[src/rtl/mult_pipe_pkg.sv]
// mult_pipe_pkg: shared widths, stage record layout and the byte partial-product helper
package mult_pipe_pkg;

    localparam int DATA_W      = 32;
    localparam int REG_ADDR_W  = 5;
    localparam int MULT_STAGES = 5;

    typedef struct packed {
        logic                  valid;
        logic                  regwrite;
        logic [REG_ADDR_W-1:0] dst;
        logic [DATA_W-1:0]     a;
        logic [DATA_W-1:0]     b;
        logic [DATA_W-1:0]     acc;
    } stage_t;

    typedef struct packed {
        logic                  valid;
        logic                  regwrite;
        logic [REG_ADDR_W-1:0] dst;
        logic [DATA_W-1:0]     acc;
    } result_t;

    // (a * b[byte idx]) << 8*idx, truncated to the low word
    function automatic logic [DATA_W-1:0] partial(
        input logic [DATA_W-1:0] a,
        input logic [DATA_W-1:0] b,
        input int                idx
    );
        logic [DATA_W-1:0] bb;
        bb = DATA_W'(b[8*idx +: 8]);
        return (a * bb) << (8 * idx);
    endfunction

endpackage

[src/rtl/mult_pipe_stage.sv]
// mult_stage: one pipeline slice adding the partial product of operand byte BYTE_IDX
module mult_stage
    import mult_pipe_pkg::*;
#(
    parameter int BYTE_IDX = 0
) (
    input  logic   clk,
    input  logic   rst,
    input  logic   hold_i,
    input  stage_t stage_i,
    output stage_t stage_o
);

    stage_t stage_d, stage_q;

    // pass the record through, accumulating this slice's byte product
    always_comb begin
        stage_d     = stage_i;
        stage_d.acc = stage_i.acc + partial(stage_i.a, stage_i.b, BYTE_IDX);
    end

    // slice register, frozen while the pipeline is held
    always_ff @(posedge clk) begin
        if (rst)
            stage_q <= '0;
        else if (!hold_i)
            stage_q <= stage_d;
    end

    assign stage_o = stage_q;

endmodule

[src/rtl/mult_pipe.sv]
// mult_pipe: five-stage low-word integer multiplier with hazard taps and a write-back port
module mult_pipe
    import mult_pipe_pkg::*;
(
    input  logic                  clk,
    input  logic                  rst,
    input  logic                  issue_valid,
    input  logic [REG_ADDR_W-1:0] issue_dst_reg,
    input  logic                  issue_regwrite,
    input  logic [DATA_W-1:0]     issue_src_a,
    input  logic [DATA_W-1:0]     issue_src_b,
    input  logic                  flush,
    input  logic                  hold,
    output logic [REG_ADDR_W-1:0] m1_dst_reg,
    output logic [REG_ADDR_W-1:0] m2_dst_reg,
    output logic [REG_ADDR_W-1:0] m3_dst_reg,
    output logic [REG_ADDR_W-1:0] m4_dst_reg,
    output logic [REG_ADDR_W-1:0] m5_dst_reg,
    output logic                  m1_regwrite,
    output logic                  m2_regwrite,
    output logic                  m3_regwrite,
    output logic                  m4_regwrite,
    output logic                  m5_regwrite,
    output logic                  wb_en,
    output logic [REG_ADDR_W-1:0] wb_reg,
    output logic [DATA_W-1:0]     wb_data,
    output logic [2:0]            inflight
);

    stage_t  issue_stage;
    stage_t  stg [MULT_STAGES-1];
    result_t m5_d, m5_q;
    logic [2:0] inflight_d, inflight_q;
    logic unused_m4_operands;

    // build the M1 entry; a flushed issue becomes a bubble
    always_comb begin
        issue_stage = '{valid:    issue_valid & ~flush,
                        regwrite: issue_regwrite,
                        dst:      issue_dst_reg,
                        a:        issue_src_a,
                        b:        issue_src_b,
                        acc:      '0};
    end

    mult_stage #(.BYTE_IDX(0)) u_m1 (.clk(clk), .rst(rst), .hold_i(hold), .stage_i(issue_stage), .stage_o(stg[0]));
    mult_stage #(.BYTE_IDX(1)) u_m2 (.clk(clk), .rst(rst), .hold_i(hold), .stage_i(stg[0]),      .stage_o(stg[1]));
    mult_stage #(.BYTE_IDX(2)) u_m3 (.clk(clk), .rst(rst), .hold_i(hold), .stage_i(stg[1]),      .stage_o(stg[2]));
    mult_stage #(.BYTE_IDX(3)) u_m4 (.clk(clk), .rst(rst), .hold_i(hold), .stage_i(stg[2]),      .stage_o(stg[3]));

    // M5 keeps only what write-back and the hazard unit need
    always_comb begin
        m5_d = '{valid: stg[3].valid, regwrite: stg[3].regwrite, dst: stg[3].dst, acc: stg[3].acc};
    end

    assign unused_m4_operands = ^{stg[3].a, stg[3].b};

    // M5 result register
    always_ff @(posedge clk) begin
        if (rst)
            m5_q <= '0;
        else if (!hold)
            m5_q <= m5_d;
    end

    // occupancy: count entries entering M1 minus the one leaving M5
    always_comb begin
        inflight_d = inflight_q + 3'(issue_stage.valid) - 3'(m5_q.valid);
    end

    // occupancy register, frozen with the stages
    always_ff @(posedge clk) begin
        if (rst)
            inflight_q <= '0;
        else if (!hold)
            inflight_q <= inflight_d;
    end

    assert property (@(posedge clk) disable iff (rst) inflight_q <= 3'd5);

    assign m1_dst_reg  = stg[0].dst;
    assign m2_dst_reg  = stg[1].dst;
    assign m3_dst_reg  = stg[2].dst;
    assign m4_dst_reg  = stg[3].dst;
    assign m5_dst_reg  = m5_q.dst;
    assign m1_regwrite = stg[0].valid & stg[0].regwrite;
    assign m2_regwrite = stg[1].valid & stg[1].regwrite;
    assign m3_regwrite = stg[2].valid & stg[2].regwrite;
    assign m4_regwrite = stg[3].valid & stg[3].regwrite;
    assign m5_regwrite = m5_q.valid & m5_q.regwrite;
    assign wb_en       = m5_regwrite;
    assign wb_reg      = m5_q.dst;
    assign wb_data     = m5_q.acc;
    assign inflight    = inflight_q;

endmodule

[config.mk]
export PLATFORM = sky130hd
export DESIGN_NAME = mult_pipe
export DESIGN_NICKNAME = d
export VERILOG_FILES = /design/src/rtl/mult_pipe_pkg.sv /design/src/rtl/mult_pipe_stage.sv /design/src/rtl/mult_pipe.sv
export SDC_FILE = /design/constraint.sdc
export NUM_CORES = 2
export LEC_CHECK = 0
export CAP_MARGIN = 20
export CORE_UTILIZATION = 31
export DETAILED_ROUTE_END_ITERATION = 12
export HOLD_SLACK_MARGIN = 0.12
export PLACE_DENSITY_LB_ADDON = 0.15
export SYNTH_ARGS = -nofsm -noshare
export SYNTH_HDL_FRONTEND = slang
export SYNTH_SLANG_ARGS = --single-unit
[constraint.sdc]
create_clock -name clk -period 7 [get_ports clk]
set_input_delay 1.05 -clock clk [delete_from_list [all_inputs] [get_ports clk]]
set_output_delay 1.05 -clock clk [all_outputs]
set_load 0.02 [all_outputs]
=== Word-level counts from Yosys, hierarchy flattened ===
Cells that the tools add are included.

* $mul: 4
* $add $sub $neg: 5
* Bitwise operators: 7

{| class="wikitable"
|+ Operator list
! operator !! number
|-
| $add A32 B32 Y32 || 3
|-
| $mul A32 B8 Y16 || 1
|-
| $mul A32 B8 Y24 || 1
|-
| $mul A32 B8 Y32 || 1
|-
| $mul A32 B8 Y8 || 1
|-
| $and A1 B1 Y1 || 6
|-
| $add A3 B1 Y3 || 1
|-
| $sub A3 B1 Y3 || 1
|-
| $not A1 Y1 || 1
|}

* Logic and storage cells: 43
* Output and inout bits: 71
* Input port bits: 75
* Bits in registers: 390

=== Longest topological paths before layout ===
* Depth in word-level cells: 4
* Mapped depth: 29
* Mapped depth without buffers: 27

=== Modules after synthesis ===
Synthesis repeated with hierarchy kept, for this count alone.

* Cells, all modules: 3666
* Area total of the unflattened synthesis: 34030.1 µm²

{| class="wikitable"
|+ By module, submodules not included
! module !! cells an instance !! sequential area each (µm²) !! instances !! area each (µm²)
|-
| mult_stage (u_m1) || 1245 || 2062.0 || 1 || 11175.7
|-
| mult_stage (u_m2) || 1009 || 2062.0 || 1 || 9217.6
|-
| mult_stage (u_m3) || 747 || 2062.0 || 1 || 6995.5
|-
| mult_stage (u_m4) || 470 || 2062.0 || 1 || 4732.0
|-
| mult_pipe || 195 || 840.8 || 1 || 1909.3
|}

=== Worst setup path after synthesis ===
OpenSTA, ideal clock, no wires.

* Kind: register -> register
* Start: register u_m1.stage_q, in the netlist u_m1.stage_o[45]
* End: register u_m2.stage_q, in the netlist u_m2.stage_o[31]
* Clock period less this slack: 6.180 ns
* Setup slack: 0.820 ns
* Data required time: 6.883 ns
* Library setup time: 0.117 ns
* Arrival: 6.063 ns
* Cell stages (with the launch flop): 27
* Path buffers: 2
* Path through: dfxtp_1 > clkbuf_1 > clkbuf_1 > nand2_1 > fa_1 > fa_1 > inv_1 > fa_1 > inv_1 > fa_1 > inv_1 > ha_1 > o21a_1 > o21ai_1 > nor2_1 > a221o_1 > xor2_1 > ha_1 > nand4_1 > a21oi_1 > a211o_1 > a2111oi_2 > o31ai_2 > o31ai_4 > o21ai_1 > xnor2_1 > a22o_1

* Cells in the longest elaborated chain, start to end: 2

{| class="wikitable"
|+ RTL lines
! element !! RTL line !! source
|-
| start, declared || mult_pipe_stage.sv:14 || <nowiki>stage_t stage_d, stage_q;</nowiki>
|-
| start signal, assigned || mult_pipe_stage.sv:27 || <nowiki>stage_q <= stage_d;</nowiki>
|-
| $mul A32 B8 Y24 || mult_pipe_pkg.sv:32 || <nowiki>return (a * bb) << (8 * idx);</nowiki>
|-
| $add A32 B32 Y32 || mult_pipe_stage.sv:19 || <nowiki>stage_d.acc = stage_i.acc + partial(stage_i.a, stage_i.b, BYTE_IDX);</nowiki>
|-
| end signal, assigned || mult_pipe_stage.sv:27 ||
|-
| end, declared || mult_pipe_stage.sv:14 ||
|}

Every way passes these cells.
A chain may end at the register's enable or synchronous reset.

=== Final worst setup path ===
* Start: register u_m1.stage_q, in the netlist u_m1.stage_o[43]
* End: register u_m2.stage_q, in the netlist u_m2.stage_o[31]

The elaborated chain is that of the path after synthesis.

==> reports/results.txt <==
The switching share of power is 0.372. In the layout the commonest cells are fa_1, nand2_1, inv_1. The flip-flop and latch count after synthesis is 294. Hold repair after CTS inserted 0 buffers. Once detail routing completed, the nets flagged for antenna violations numbered 0. The routed design could run at a clock period as short as 6520 ps. The port buffer count was 145. TritonCTS built the clock tree. The logs give 0 for the max-capacitance violation count and 0 for the count of inserted antenna diode cells. The tightest min-delay check is of the flop to flop type.

The number of setup violations in the final report was 0; the clock-pin slew on the worst setup and hold paths was 60 ps. The logs give 5 for the number of iterations in the first detailed-routing pass and 254 ps for the setup slack after placement. The fraction of registers with async set or reset after synthesis came out at 0. The number of placed instances, taps included, is 4,111. Remaining global-route overflow: 0. Category of the critical setup timing path: flop to flop. In this run the horizontal extent of the chip is 298 microns.

The total routed wirelength is 69.5 mm, and the boundary pin count is 146. Derived from the worst setup path, the maximum achievable clock frequency is 0.153 GHz. The initial cell density of the core was 0.313; the worst stage delay on the critical path was 550 ps. In this run the core area contains 108 standard-cell rows.

For the clock network fraction of total power, the log shows 0.295. Leaving out fill and tap cells, the most frequent cell in the layout is fa_1. The vias after detailed routing was 19,400. The run gives 0.160 as the aggregate global-route resource usage.

The fraction of power consumed by sequential logic is 0.265, and the number of hold-slack violations in the final timing report is 0. The worst clock skew was 28.1 ps. The average wire length per cell after detail routing was 16.6 microns. Data on the critical path arrives at its endpoint at 6980 ps.

The run gives 0.217 as the share of the yosys chip area belonging to registers. In this run the mean area of a mapped cell was 9.08 sq um. The slew at the pin with the worst max-slew slack was 1000 ps. After synthesis the cells add up to 27,100 sq um. The cell type contributing the most total cell area after synthesis was fa_1. Family with the most delay on the worst path: adder cells. The global-route wire length before repair was 114 mm; the clock network latency to the later pin of the worst-skew pair was 570 ps. The run finished with clean final reports. In this run the static leakage power is 13.8 nW. Detailed placement finished with a half-perimeter wire length of 53.2 mm.

The area growth from synthesis to layout is 13.3%. Internal power comes to 4.63 mW. The run gives 3,571 as the final layout net count. Clock tree synthesis inserted a total of 38 buffers.

The switching power was 2.74 mW. Dividing total power by cell area gives a power density of 240 nW/um^2. The final worst-path cycle share came out at 0.931. The leading register cell type out of synthesis was dfxtp_1.

Most numerous cell on the critical path: fa_1. Setup repair after global routing left no endpoint under its margin. The kind of start point of the critical path was a flop.

The number of antenna violations at the first check in global routing came out at 0. For the number of remaining DRC errors, the log shows 0. The ratio of cells with drive above 1 in the final layout was 0.0430. After synthesis, the cell types taking the most area are fa_1, dfxtp_1, mux2i_1. The tools report the max-slew violation total from the final report as 0. Root buffer cell: clkbuf_16.

The H-tree was split into 2 levels. The logic gate share of total power was 0.440. The fraction of synthesized cell area taken by the top area cell type is 0.251, and the worst supply voltage drop on vdd is 0.150 mV. STA classifies the critical path endpoint as a flop. The final worst-path setup slack was 481 ps; the flip-flop count of the largest register after layout was 87. The maximum root-to-sink buffer count is 3. In this run the vertical extent of the chip is 298 microns. When the netlist entered floorplanning its net count stood at 3,561. Traced cell by cell, the critical path runs through nand2_1 > fa_1 > fa_1 > inv_1 > fa_1 > inv_1 > fa_1 > inv_1 > ha_1 > o21a_1 > o21ai_1 > nor2_1 > a221o_1 > xor2_1 > ha_1 > nand4_1 > a21oi_1 > a211o_1 > a2111oi_2 > o31ai_2 > o31ai_4 > o21ai_1 > xnor2_1 > a22o_1. The tools report the area of the die as 88,600 sq um.

The post-synthesis cell count was 2,986; the maximum number of pins on one net before global-route repair was 198. The critical-path cell with the highest stage delay was fa_1. STA puts the critical path data required time at 7460 ps. The Yosys step of the flow raised 0 warnings. The area of the placeable core was 86,600 sq um. The final hold slack was 464 ps; the highest net fanout along the worst path was 22. After detailed routing, the number of vias per cell comes to 4.65. In this run, the number of DRC markers left after iteration 0 of detailed routing was 807.

The tightest slew margin relative to the limit is 0.331. The logs give 7.37 mW for the post-layout total power and 0 ps for the sum of negative setup slack. The tools report the number of standard cells in the final layout excluding fillers as 4,177. Distinct cell type count after synthesis: 67. Together, buffers and inverters on the worst path number 3. The tools report the number of global-route vias before repair as 20,700. The worst reg-to-reg setup slack was 480 ps; the final estimated routing congestion in global placement was 0.897. In this run, synthesis inferred 0 flip-flops with an integrated enable. The clock net in this run drives a total of 294 sinks.
## cells in the mapped netlist, drive strengths merged (3+ instances only)
| master | count |
|---|---|
| fa | 340 |
| nand2 | 338 |
| inv | 310 |
| dfxtp | 294 |
| nor2 | 291 |
| and2 | 288 |
| mux2i | 221 |
| ha | 160 |
| clkbuf | 125 |
| a21oi | 111 |
| xnor2 | 109 |
| buf | 92 |
| a21o | 38 |
| xor2 | 38 |
| o21ai | 36 |
| a22o | 20 |
| nor3 | 18 |
| o21a | 17 |
| nand3 | 16 |
| o21bai | 16 |
| nand2b | 11 |
| nor2b | 9 |
| or3 | 8 |
| a211oi | 7 |
| o211ai | 7 |
| a31oi | 5 |
| a211o | 4 |
| a41oi | 4 |
| and3 | 4 |
| nand4 | 4 |
| o2111ai | 4 |
| o31ai | 4 |
| o41ai | 4 |
| a21boi | 3 |
| nor4b | 3 |
| o311ai | 3 |
## tightest hold or removal path: cells and delay by family, from the launching register on
family	cells	cell delay, ps
simple gates	1	60
compound gates	1	50
flops	1	310
## cells by family (layout without fill, tap and decap cells)
group | Yosys count | in the layout | synth area share
buf+inv | 527 | 563 | 0.0818
fa+ha+maj | 500 | 500 | 0.325
simple gates | 996 | 996 | 0.171
flops | 294 | 294 | 0.217
xor+xnor | 147 | 147 | 0.0475
compound gates | 301 | 301 | 0.0763
mux | 221 | 221 | 0.0816
## layout make-up
class	count	area, sq um
Inverter	310	1160
Multi-Input combinational cell	2165	19000
Clock inverter	13	270
Fill cell	8830	55900
Clock buffer	53	1140
Tap cell	1155	1450
Timing Repair Buffer	187	1810
Sequential cell	294	5890
## final timing paths
kind / startpoint / end / depth (start not counted)
min reg2reg: u_m2.stage_o[14] / u_m2.stage_o[14] / 2
max reg2reg: u_m1.stage_o[43] / u_m2.stage_o[31] / 24
max: u_m1.stage_o[43] / u_m2.stage_o[31] / 24
min: u_m2.stage_o[14] / u_m2.stage_o[14] / 2
## metrics by stage
stage,util,cell area [sq um]
2_1_floorplan,-,27100
3_3_place_gp,0.338,29300
3_5_place_dp,0.338,29300
4_1_cts,0.355,30700
5_1_grt,0.355,30700
6_report,0.355,30700
## power by group through the flow
stage	Clock, mW	Combinational (mW)	Sequential, mW
6_report	2.17	3.24	1.95
3_3_place_gp	0	3.23	1.99
3_5_place_dp	0	3.25	1.99
4_1_cts	2.25	3.27	1.96
2_1_floorplan	0	2.52	1.91
5_1_grt	2.32	3.69	1.97
## per-layer routing
metal / vias up / wire length [microns] / track usage
met1: 9607 / 32600 / 0.213
met4: 0 / 1440 / 0.0425
met3: 82 / 2150 / 0.0180
li1: 9438 / - / -
met5: - / 0 / 0
met2: 288 / 33400 / 0.273
## what timing repair did
action,4_1_cts,5_1_grt
gates resized for setup,0,3
buffers inserted,0,0
endpoints found under the setup margin,0,2
Note: power is estimated with default switching activity, not from simulation.
